### config.mk
export PLATFORM = sky130hd
export DESIGN_NAME = mult_execute_unit
export DESIGN_NICKNAME = d
export VERILOG_FILES = /design/src/rtl/mult_execute_unit.sv
export SDC_FILE = /design/constraint.sdc
export NUM_CORES = 1
export LEC_CHECK = 0
export BUFFER_PORTS_ARGS = -buffer_cell sky130_fd_sc_hd__buf_4
export CAP_MARGIN = 20
export CORE_ASPECT_RATIO = 0.6
export CORE_UTILIZATION = 43
export CTS_CLUSTER_DIAMETER = 120
export DETAILED_ROUTE_END_ITERATION = 12
export PLACE_DENSITY = 0.59
export SLEW_MARGIN = 20
export SYNTH_ARGS = -nofsm -noshare
export SYNTH_HDL_FRONTEND = slang
export SYNTH_SLANG_ARGS = --single-unit
### constraint.sdc
create_clock -name clock -period 4.8 [get_ports clock]
set_input_delay 0.24 -clock clock [delete_from_list [all_inputs] [get_ports clock]]
set_output_delay 0.24 -clock clock [all_outputs]
set_load 0.01 [all_outputs]
### src/rtl/mult_execute_unit.sv
// Iterative shift-add multiplier for the RISC-V M-extension multiply ops (MUL/MULH/MULHSU/MULHU).
// Optional macro MULT_ZERO_BYPASS_EN: a zero operand skips RUN and completes in one cycle.
module mult_execute_unit #(
  parameter int DATA_WIDTH = 32
) (
  input  logic                  clock,
  input  logic                  reset,
  input  logic                  start,
  input  logic [1:0]            mult_op,
  input  logic [DATA_WIDTH-1:0] operand_A,
  input  logic [DATA_WIDTH-1:0] operand_B,
  input  logic [4:0]            rd_in,
  input  logic                  regWrite_in,
  output logic                  busy,
  output logic                  MULT_ready,
  output logic [DATA_WIDTH-1:0] ALU_result_execute,
  output logic [4:0]            rd_execute,
  output logic                  regWrite_execute
);

  localparam int W  = DATA_WIDTH;
  localparam int CW = $clog2(DATA_WIDTH) + 1;

  typedef enum logic [1:0] {IDLE, RUN, DONE} state_t;

  state_t          state_q;
  logic [CW-1:0]   cnt_q;
  logic [2*W-1:0]  prod_q;
  logic [W-1:0]    mcand_q;
  logic            neg_q;
  logic            hi_q;
  logic [4:0]      rd_lat_q;
  logic            rw_lat_q;
  logic [W-1:0]    result_q;
  logic [4:0]      rd_q;
  logic            rw_q;
  logic            ready_q;
  logic            busy_q;

  logic            a_neg, b_neg;
  logic [W-1:0]    a_mag, b_mag;
  logic [W:0]      sum_d;
  logic [2*W-1:0]  prod_d;
  logic [2*W-1:0]  final_d;
  logic            last_step;
  logic            zero_op;

  // MULH and MULHSU read rs1 as signed; only MULH reads rs2 as signed.
  assign a_neg = ((mult_op == 2'b01) || (mult_op == 2'b10)) && operand_A[W-1];
  assign b_neg = (mult_op == 2'b01) && operand_B[W-1];
  assign a_mag = a_neg ? -operand_A : operand_A;
  assign b_mag = b_neg ? -operand_B : operand_B;

`ifdef MULT_ZERO_BYPASS_EN
  assign zero_op = (operand_A == '0) || (operand_B == '0);
`else
  assign zero_op = 1'b0;
`endif

  // Multiplier sits in the low half and shifts out LSB-first while partial sums enter the top.
  assign sum_d     = prod_q[0] ? ({1'b0, prod_q[2*W-1:W]} + {1'b0, mcand_q})
                               : {1'b0, prod_q[2*W-1:W]};
  assign prod_d    = {sum_d, prod_q[W-1:1]};
  assign final_d   = neg_q ? -prod_d : prod_d;
  assign last_step = (cnt_q == CW'(DATA_WIDTH - 1));

  always_ff @(posedge clock or posedge reset) begin
    if (reset) begin
      state_q  <= IDLE;
      cnt_q    <= '0;
      prod_q   <= '0;
      mcand_q  <= '0;
      neg_q    <= 1'b0;
      hi_q     <= 1'b0;
      rd_lat_q <= '0;
      rw_lat_q <= 1'b0;
      result_q <= '0;
      rd_q     <= '0;
      rw_q     <= 1'b0;
      ready_q  <= 1'b0;
      busy_q   <= 1'b0;
    end else begin
      ready_q <= 1'b0;
      unique case (state_q)
        IDLE: begin
          if (start) begin
            busy_q   <= 1'b1;
            rd_lat_q <= rd_in;
            rw_lat_q <= regWrite_in;
            if (zero_op) begin
              state_q  <= DONE;
              ready_q  <= 1'b1;
              result_q <= '0;
              rd_q     <= rd_in;
              rw_q     <= regWrite_in;
            end else begin
              state_q <= RUN;
              mcand_q <= a_mag;
              prod_q  <= {{W{1'b0}}, b_mag};
              neg_q   <= a_neg ^ b_neg;
              hi_q    <= (mult_op != 2'b00);
              cnt_q   <= '0;
            end
          end
        end
        RUN: begin
          prod_q <= prod_d;
          cnt_q  <= cnt_q + CW'(1);
          if (last_step) begin
            state_q  <= DONE;
            ready_q  <= 1'b1;
            result_q <= hi_q ? final_d[2*W-1:W] : final_d[W-1:0];
            rd_q     <= rd_lat_q;
            rw_q     <= rw_lat_q;
          end
        end
        DONE: begin
          state_q <= IDLE;
          busy_q  <= 1'b0;
        end
        default: state_q <= IDLE;
      endcase
    end
  end

  assign busy               = busy_q;
  assign MULT_ready         = ready_q;
  assign ALU_result_execute = result_q;
  assign rd_execute         = rd_q;
  assign regWrite_execute   = rw_q;

endmodule

==> results of run 1 <==
## per-stage QoR
step	hold slack, ns	worst slack (ns)
after floorplan	0.345	0.467
after global placement	0.430	0.684
after detailed placement	0.436	0.583
after CTS	0.0810	0.579
after global routing	0.0993	0.168
final	0.0806	0.533
## report_power, final
group          total, mW  internal (mW)  switching [mW]
Clock               1.48          0.921           0.558
Sequential          2.51           1.86           0.648
Combinational       5.88           2.27            3.61
## cell type report
type                       instances  area [µm²]  area share
timing repair buffer             141        1090      0.0821
sequential                       152        3810       0.287
multi-input combinational       1163        7170       0.541
antenna                            1        2.50    0.000189
inverter                          32         125     0.00943
tap                              352         440      0.0332
clock buffer                      23         488      0.0368
clock inverter                     8         145      0.0109
## per-layer routing
layer / vias to the layer above / track usage / part of all wire
met5: - / 0 / 0
met2: 327 / 0.362 / 0.40
met3: 28 / 0.0585 / 0.068
li1: 5352 / - / -
met4: 0 / 0.0580 / 0.011
met1: 5341 / 0.429 / 0.52
## critical path, cell delays in order (launching register included)
cell and delay, ns:
dfrtp_1 0.42, ha_1 0.25, fa_1 0.44, a211oi_4 0.40, o21ai_4 0.18, a211oi_4 0.43
xnor2_1 0.16, o21ai_1 0.14, or3b_1 0.47, nand4bb_1 0.36, buf_4 0.24, nor3_1 0.27
nor2b_1 0.09, xnor2_1 0.16, a2bb2oi_1 0.16
## registers in the layout (all words and copies together) (netlist names)
name	count
rw_lat_q	1
mcand_q	32
cnt_q	6
ALU_result_execute	32
neg_q	1
MULT_ready	1
hi_q	1
rd_lat_q	5
state_q	2
regWrite_execute	1
busy	1
rd_execute	5
prod_q	64
## cell usage in the layout (no fill, tap or decap), types with 10 or more instances in the layout
cell type  synthesis  routed
nand2_1          223     222
o21ai_0          170     169
dfrtp_1          152     150
buf_4              0     133
a21oi_1          106     106
nor2_1            93      91
xor2_1            65      65
xnor2_1           60      60
nor3_1            43      43
ha_1              38      38
nand4_1           30      30
inv_1             30      29
o31ai_1           29      29
a22oi_1           28      28
nand3_1           24      23
clkbuf_16          0      17
nor4_1            16      16
o21a_1            15      15
nor2b_1           15      15
mux2i_1           14      14
or3_1             13      13
a21o_1            11      11
a211oi_1          10      10
## logic make-up after synthesis
| family | count (synthesis) | synth area share |
|---|---|---|
| and+or+nand+nor | 509 | 0.210 |
| AOI/OAI and AO/OA | 470 | 0.259 |
| DFF | 152 | 0.334 |
| xor gates and xnor gates | 125 | 0.0960 |
| buffers and inverters | 120 | 0.0403 |
| adders and majority gates | 39 | 0.0435 |
| muxes | 20 | 0.0182 |
## worst paths after layout
kind	startpoint	depth (start not counted)	to	slack [ns]
max	prod_q[32]$_DFFE_PP0P_	14	ALU_result_execute[29]$_DFFE_PP0P_	0.53
min	operand_A[31]	3	mcand_q[31]$_DFFE_PP0P_	0.08
max reg2reg	prod_q[32]$_DFFE_PP0P_	14	ALU_result_execute[29]$_DFFE_PP0P_	0.53
min reg2reg	rd_lat_q[1]$_DFFE_PP0P_	2	rd_execute[1]$_DFFE_PP0P_	0.47
max in group asynchronous	reset	4	ALU_result_execute[7]$_DFFE_PP0P_	3.19
min in group asynchronous	reset	3	prod_q[3]$_DFFE_PP0P_	0.49
==> results.py, run 1 <==
metrics = {
    "synthesis": {
        "synth.largest_area_cell": "dfrtp_1",
        "synth_edf_count": 0,
        "ys_warn_count": 0,
        "synth-main-ff-cell": "dfrtp_1",
        "synthArstFlopShare": 1.00,
        "synth_area_leaders": "dfrtp_1, o21ai_0, nand2_1",
        "yosys-top-cells-count": "nand2_1, o21ai_0, dfrtp_1",
        "syn_area_per_cell_um2": 7.95,
        "syn_inst": 1435,
        "synthDistinctLibCells": 79,
        "synth_top_area_frac": 0.334,
        "synth-seq-cells": 152,
        "yosysSeqAreaShare": 0.334,
        "synth_most_common_cell": "nand2_1",
        "synth_area_mm2": 0.0114,
        "synth_nets": 1549,
    },
    "floorplan": {
        "coreArea_mm2": 0.0257,
        "placement_rows": 45,
        "io_pins": 115,
        "dieArea_mm2": 0.0272,
        "fp.dieH_um": 128,
        "die_w_um": 212,
        "start_util": 0.444,
    },
    "timing": {
        "max_clock_freq_mhz": 234,
        "finalCritPeriodShare": 0.889,
        "fin_crit_ns": 4.27,
        "relSlewSlack": 0.359,
        "clock_skew_ns": 0.00877,
        "slew_violations": 0,
        "finalHoldViolCount": 0,
        "tns_ns": 0,
        "tightestPinTransition_ns": 0.961,
        "finalSetupViolCount": 0,
        "rsz0062_at_grt": "no",
    },
    "outcome": {
        "status": "completed",
    },
    "clocking": {
        "clock_sinks": 152,
        "clock_latency_ns": 0.45,
        "postCtsSetupBuffers": 0,
        "cts_tree": "built",
        "numCtsBuffers": 17,
        "clockBufferDepth": 2,
        "clk_transition_reported_paths_ns": 0.06,
        "htree_levels": 4,
        "post_cts_resized": 0,
        "hold_buffers": 7,
        "cts_root_buffer": "clkbuf_16",
    },
    "routing": {
        "vias_per_cell": 5.90,
        "drc": 0,
        "ant_nets": 0,
        "vias": 11048,
        "initialDrtViolationCount": 1034,
        "drtPass1Iterations": 5,
        "drt-total-wl_mm": 35.9,
        "avgRoutedWirePerCell_um": 19.2,
    },
    "global_routing": {
        "grt_max_degree": 98,
        "gr-usage-all-layers": 0.270,
        "gr-total-overflow": 0,
        "grt_pass1_vias": 9976,
        "grt_pass1_wl_mm": 56.3,
        "antenna_found_initial": 0,
    },
    "place": {
        "placed_area_mm2": 0.0125,
        "dp_hpwl_mm": 26.8,
        "dp_cells": 1832,
        "gp_congestion": 0.899,
        "io_buffers": 114,
    },
    "critical_path": {
        "worst-setup-path-type": "reg2reg",
        "critPathRequiredTime_ns": 5.17,
        "cp_data_arrival_time_ns": 4.64,
        "crit_fanout": 7,
        "worstSetupStartpointType": "flip-flop",
        "end_kind": "flip-flop",
    },
    "power_and_ir_drop": {
        "p_per_area_mw_per_mm2": 744,
        "p_leak_nw": 5.56,
        "design_power_total_mw": 9.87,
        "vdd_drop_max_uv": 312,
    },
    "cells_and_area": {
        "drive_above_1_share": 0.125,
        "fin_nets": 1621,
        "area_growth_pct": 16.4,
        "final_cell_count_no_fill": 1872,
        "utilization": 0.517,
        "filler_cell_count": 2518,
        "design_area_mm2": 0.0133,
    },
    "flow_run": {
        "cap_violations": 0,
    },
    "worst_hold_path": {
        "hold_path.class": "in2reg",
    },
}
Power figures use the tool's default switching activity.
==> inputs of run 2 (changes only) <==
Settings changed: PLACE_DENSITY 0.59 to 0.64.
==> results.py, run 2 (synthesis gave the netlist of run 1 again) <==
metrics = {
    "place": {
        "io_buffers": 114,
        "dp_hpwl_mm": 26.5,
        "dp_cells": 1832,
        "gp_congestion": 0.921,
    },
    "critical_path": {
        "worstSetupStartpointType": "flip-flop",
        "end_kind": "flip-flop",
        "r2r_end": "ALU_result_execute[27]$_DFFE_PP0P_",
        "worst_r2r_path_depth": 13,
        "critPathRequiredTime_ns": 5.10,
        "crit_fanout": 7,
        "rr_startpoint": "prod_q[32]$_DFFE_PP0P_",
        "cp_data_arrival_time_ns": 4.80,
        "worst-setup-path-type": "reg2reg",
        "r2r_slack_ns": 0.30,
    },
    "global_routing": {
        "antenna_found_initial": 0,
        "grt_max_degree": 78,
        "grt_pass1_vias": 10156,
        "grt_pass1_wl_mm": 55.7,
        "gr-usage-all-layers": 0.265,
        "gr-total-overflow": 0,
    },
    "routing": {
        "drt-total-wl_mm": 35.1,
        "initialDrtViolationCount": 1077,
        "drtPass1Iterations": 5,
        "ant_nets": 0,
        "vias_per_cell": 5.89,
        "avgRoutedWirePerCell_um": 18.8,
        "vias": 11018,
        "drc": 0,
    },
    "timing": {
        "fin_crit_ns": 4.50,
        "finalHoldViolCount": 0,
        "finalCritPeriodShare": 0.937,
        "rsz0062_at_grt": "no",
        "slew_violations": 0,
        "max_clock_freq_mhz": 222,
        "clock_skew_ns": 0.00727,
        "relSlewSlack": 0.378,
        "tightestPinTransition_ns": 0.933,
        "finalSetupViolCount": 0,
        "tns_ns": 0,
    },
    "floorplan": {
        "io_pins": 115,
        "coreArea_mm2": 0.0257,
        "placement_rows": 45,
        "die_w_um": 212,
        "dieArea_mm2": 0.0272,
        "start_util": 0.444,
        "fp.dieH_um": 128,
    },
    "cells_and_area": {
        "largest_register": "prod_q",
        "final_cell_mix": "nand2_1, o21ai_0, dfrtp_1",
        "mostFrequentLayoutCell": "nand2_1",
        "drive_above_1_share": 0.125,
        "largest_reg_flops": 64,
        "antennaDiodeCount": 0,
        "utilization": 0.514,
        "final_cell_count_no_fill": 1871,
        "area_growth_pct": 15.7,
        "fin_nets": 1620,
    },
    "power_and_ir_drop": {
        "design_power_total_mw": 9.72,
        "vdd_drop_max_uv": 303,
        "p_per_area_mw_per_mm2": 736,
        "p_leak_nw": 5.53,
    },
    "worst_hold_path": {
        "min_from": "operand_A[31]",
        "hold_path.class": "in2reg",
        "min_to": "mcand_q[31]$_DFFE_PP0P_",
        "hold_depth": 3,
    },
    "clocking": {
        "numCtsBuffers": 17,
        "postCtsSetupBuffers": 0,
        "cts_tree": "built",
        "clock_sinks": 152,
        "clockBufferDepth": 2,
        "clock_latency_ns": 0.45,
        "cts_root_buffer": "clkbuf_16",
        "clk_transition_reported_paths_ns": 0.06,
        "htree_levels": 4,
    },
    "outcome": {
        "status": "completed",
    },
    "flow_run": {
        "cap_violations": 0,
    },
}
-- run 2: power breakdown --
part | switching, mW | total, mW | internal (mW)
Clock | 0.567 | 1.36 | 0.794
Sequential | 0.644 | 2.51 | 1.86
Combinational | 3.57 | 5.85 | 2.28
Total | 4.78 | 9.72 | 4.94
-- run 2: cell type report --
type / instances / area (µm²)
flip-flops and latches: 152 / 3800
inverters: 32 / 125
well taps: 352 / 440
fillers: 2522 / 12500
repair buffers: 140 / 1070
clock inverters: 10 / 120
multi-input cells: 1163 / 7170
clock buffers: 22 / 464
-- run 2: metrics by stage --
step / setup WS, ns / instance area [µm²] / hold WS (ns)
after detailed placement: 0.310 / 12500 / 0.415
after global placement: 0.317 / 12500 / 0.410
after CTS: 0.298 / 13200 / 0.0177
final: 0.300 / 13200 / 0.0330
after global routing: 0.0164 / 13200 / 0.0497
after floorplan: 0.467 / 11400 / 0.345
-- run 2: worst max-delay path: stages (launching register included) --
cell	delay [ns]
dfrtp_1	0.43
ha_1	0.27
fa_1	0.45
a211oi_4	0.37
nor2_1	0.09
nor3_1	0.33
o221ai_1	0.30
a2111oi_4	0.49
nand4_1	0.31
nand4bb_2	0.45
o41a_1	0.50
xnor2_1	0.13
a21oi_1	0.15
a21oi_1	0.08
-- run 2: worst max path at each step --
| stage | start | to | slack [ns] | cells after the start |
|---|---|---|---|---|
| final | prod_q[32]$_DFFE_PP0P_ | ALU_result_execute[27]$_DFFE_PP0P_ | 0.30 | 13 |
| after global routing | prod_q[32]$_DFFE_PP0P_ | ALU_result_execute[27]$_DFFE_PP0P_ | 0.02 | 13 |
| after CTS | prod_q[32]$_DFFE_PP0P_ | ALU_result_execute[27]$_DFFE_PP0P_ | 0.30 | 13 |
| after detailed placement | prod_q[32]$_DFFE_PP0P_ | ALU_result_execute[27]$_DFFE_PP0P_ | 0.31 | 13 |
| after global placement | prod_q[32]$_DFFE_PP0P_ | ALU_result_execute[27]$_DFFE_PP0P_ | 0.32 | 13 |
| after floorplan | reset | ALU_result_execute[0]$_DFFE_PP0P_ | 0.47 | 1 |
-- run 2: repair_timing --
item | in CTS | in global routing
resized for setup | 0 | 2
endpoints found under the setup margin | 0 | 2
endpoints found under the hold margin | 81 | 0
hold buffers | 7 | 0
-- run 2: per-layer routing --
layer  up-vias  global-route usage  part of all wire  wire [µm]
li1       5348                   -                 -          -
met1      5267               0.413              0.51      18000
met2       368               0.357              0.40      14000
met3        35              0.0549             0.074       2610
met4         0              0.0800             0.013        461
met5         -                   0                 0          0
==> inputs of run 3 (changes only) <==
--- a/config.mk
+++ b/config.mk
@@ -14,2 +14,3 @@
 export PLACE_DENSITY = 0.64
+export REMOVE_ABC_BUFFERS = 1
 export SLEW_MARGIN = 20
--- a/constraint.sdc
+++ b/constraint.sdc
@@ -3,2 +3,2 @@
 set_output_delay 0.24 -clock clock [all_outputs]
-set_load 0.01 [all_outputs]
+set_load 0.05 [all_outputs]
==> results.py, run 3 (synthesis gave the netlist of run 1 again) <==
metrics = {
    "outcome": {
        "status": "completed",
    },
    "critical_path": {
        "critPathRequiredTime_ns": 5.10,
        "crit_top_cell": "a21oi_1",
        "worst-setup-path-type": "reg2reg",
        "cp_cell_sequence": "ha_1 -> fa_1 -> a211oi_4 -> o21ai_0 -> nor3b_1 -> a221oi_1 -> and3_1 -> nand4_1 -> nand4bb_2 -> o41a_1 -> xnor2_1 -> a21oi_1 -> a21oi_1",
        "end_kind": "flip-flop",
        "slowest_delay_ns": 0.50,
        "crit_fanout": 7,
        "worstSetupStartpointType": "flip-flop",
        "cp_data_arrival_time_ns": 4.77,
        "critPathSlowestCell": "o41a_1",
    },
    "global_routing": {
        "antenna_found_initial": 0,
        "grt_pass1_vias": 10242,
        "gr-usage-all-layers": 0.265,
        "use_met1": 0.424,
        "grt_util_met3": 0.0439,
        "grt_busiest_layer": "met1",
        "grt_pass1_wl_mm": 56.2,
        "met2_usage": 0.365,
        "grt_max_degree": 103,
        "gr-total-overflow": 0,
    },
    "floorplan": {
        "io_pins": 115,
        "dieArea_mm2": 0.0272,
        "fp.dieH_um": 128,
        "start_util": 0.444,
        "placement_rows": 45,
        "coreArea_mm2": 0.0257,
        "die_w_um": 212,
    },
    "place": {
        "io_buffers": 114,
        "dp_hpwl_mm": 26.2,
        "gp_congestion": 0.888,
        "placed_area_mm2": 0.0125,
    },
    "cells_and_area": {
        "antennaDiodeCount": 0,
        "largest_register": "prod_q",
        "drive_above_1_share": 0.126,
        "fin_nets": 1623,
        "final_cell_mix": "nand2_1, o21ai_0, dfrtp_1",
        "mostFrequentLayoutCell": "nand2_1",
        "largest_reg_flops": 64,
        "design_area_mm2": 0.0133,
        "area_growth_pct": 16.2,
    },
    "timing": {
        "finalHoldViolCount": 0,
        "finalCritPeriodShare": 0.931,
        "tightestPinTransition_ns": 0.998,
        "finalSetupViolCount": 0,
        "max_clock_freq_mhz": 224,
        "relSlewSlack": 0.335,
        "fin_crit_ns": 4.47,
        "rsz0062_at_grt": "no",
        "tns_ns": 0,
        "clock_skew_ns": 0.00860,
        "slew_violations": 0,
    },
    "routing": {
        "drc": 0,
        "vias": 11090,
        "ant_nets": 0,
        "drt-total-wl_mm": 35.2,
        "avgRoutedWirePerCell_um": 18.8,
        "vias_per_cell": 5.92,
        "drtPass1Iterations": 5,
        "initialDrtViolationCount": 1148,
    },
    "clocking": {
        "numCtsBuffers": 17,
        "clock_latency_ns": 0.45,
        "clk_transition_reported_paths_ns": 0.07,
        "clockBufferDepth": 2,
        "clock_sinks": 152,
        "cts_root_buffer": "clkbuf_16",
        "cts_tree": "built",
        "htree_levels": 4,
    },
    "power_and_ir_drop": {
        "vdd_drop_max_uv": 349,
        "p_leak_nw": 5.55,
        "p_per_area_mw_per_mm2": 762,
    },
    "worst_hold_path": {
        "hold_path.class": "in2reg",
    },
    "flow_run": {
        "cap_violations": 0,
    },
}
## run 3: cell type report
cell class	instances	area, µm²
clock buffer	21	450
fill	2533	12400
timing repair buffer	143	1130
multi-input combinational	1163	7180
sequential	152	3800
inverter	32	125
tap	352	440
clock inverter	11	125
## run 3: what timing repair did
item                                    4_1_cts  5_1_grt
resized for setup                             0        1
endpoints found under the hold margin         6       24
endpoints found under the setup margin        0        2
setup buffers                                 0        0
hold buffers                                  6        1
## run 3: critical path, delay by kind of cell (launching register included)
family / cells / cell delay (ns)
compound gates: 6 / 1.73
simple gates: 4 / 1.34
fa+ha+maj: 2 / 0.70
flops: 1 / 0.42
xor+xnor: 1 / 0.13
## run 3: where the power goes
group | switching (mW) | internal [mW] | leakage [nW]
Clock | 0.577 | 0.778 | 0.265
Combinational | 3.90 | 2.31 | 3.37
Sequential | 0.662 | 1.86 | 1.91
Total | 5.14 | 4.95 | 5.55
## run 3: metal layers
metal | part of all wire | wire [µm]
met5 | 0 | 0
met4 | 0.0086 | 303
met3 | 0.066 | 2310
met2 | 0.40 | 14200
met1 | 0.52 | 18300
## run 3: worst paths after layout
check	start	to	slack (ns)	depth (start not counted)
setup reg to reg	prod_q[32]$_DFFE_PP0P_	ALU_result_execute[27]$_DFFE_PP0P_	0.33	13
hold / removal	operand_A[31]	mcand_q[31]$_DFFE_PP0P_	0.03	3
hold reg to reg	rw_lat_q$_DFFE_PP0P_	regWrite_execute$_DFFE_PP0P_	0.47	2
min in group asynchronous	reset	prod_q[7]$_DFFE_PP0P_	0.31	3
setup / recovery	prod_q[32]$_DFFE_PP0P_	ALU_result_execute[27]$_DFFE_PP0P_	0.33	13
max in group asynchronous	reset	mcand_q[15]$_DFFE_PP0P_	3.53	4
## run 3: metrics by stage
step | std cells | hold slack [ns] | power [mW] | util | setup WS [ns]
2_1_floorplan | 1347 | 0.345 | 6.84 | - | 0.344
3_3_place_gp | 1833 | 0.430 | 8.54 | 0.489 | 0.473
3_5_place_dp | 1833 | 0.433 | 8.65 | 0.489 | 0.392
4_1_cts | 1871 | 0.0187 | 10.0 | 0.513 | 0.379
5_1_grt | 1874 | 0.0401 | 10.9 | 0.516 | 0.0358
6_report | 1874 | 0.0321 | 10.1 | 0.516 | 0.334
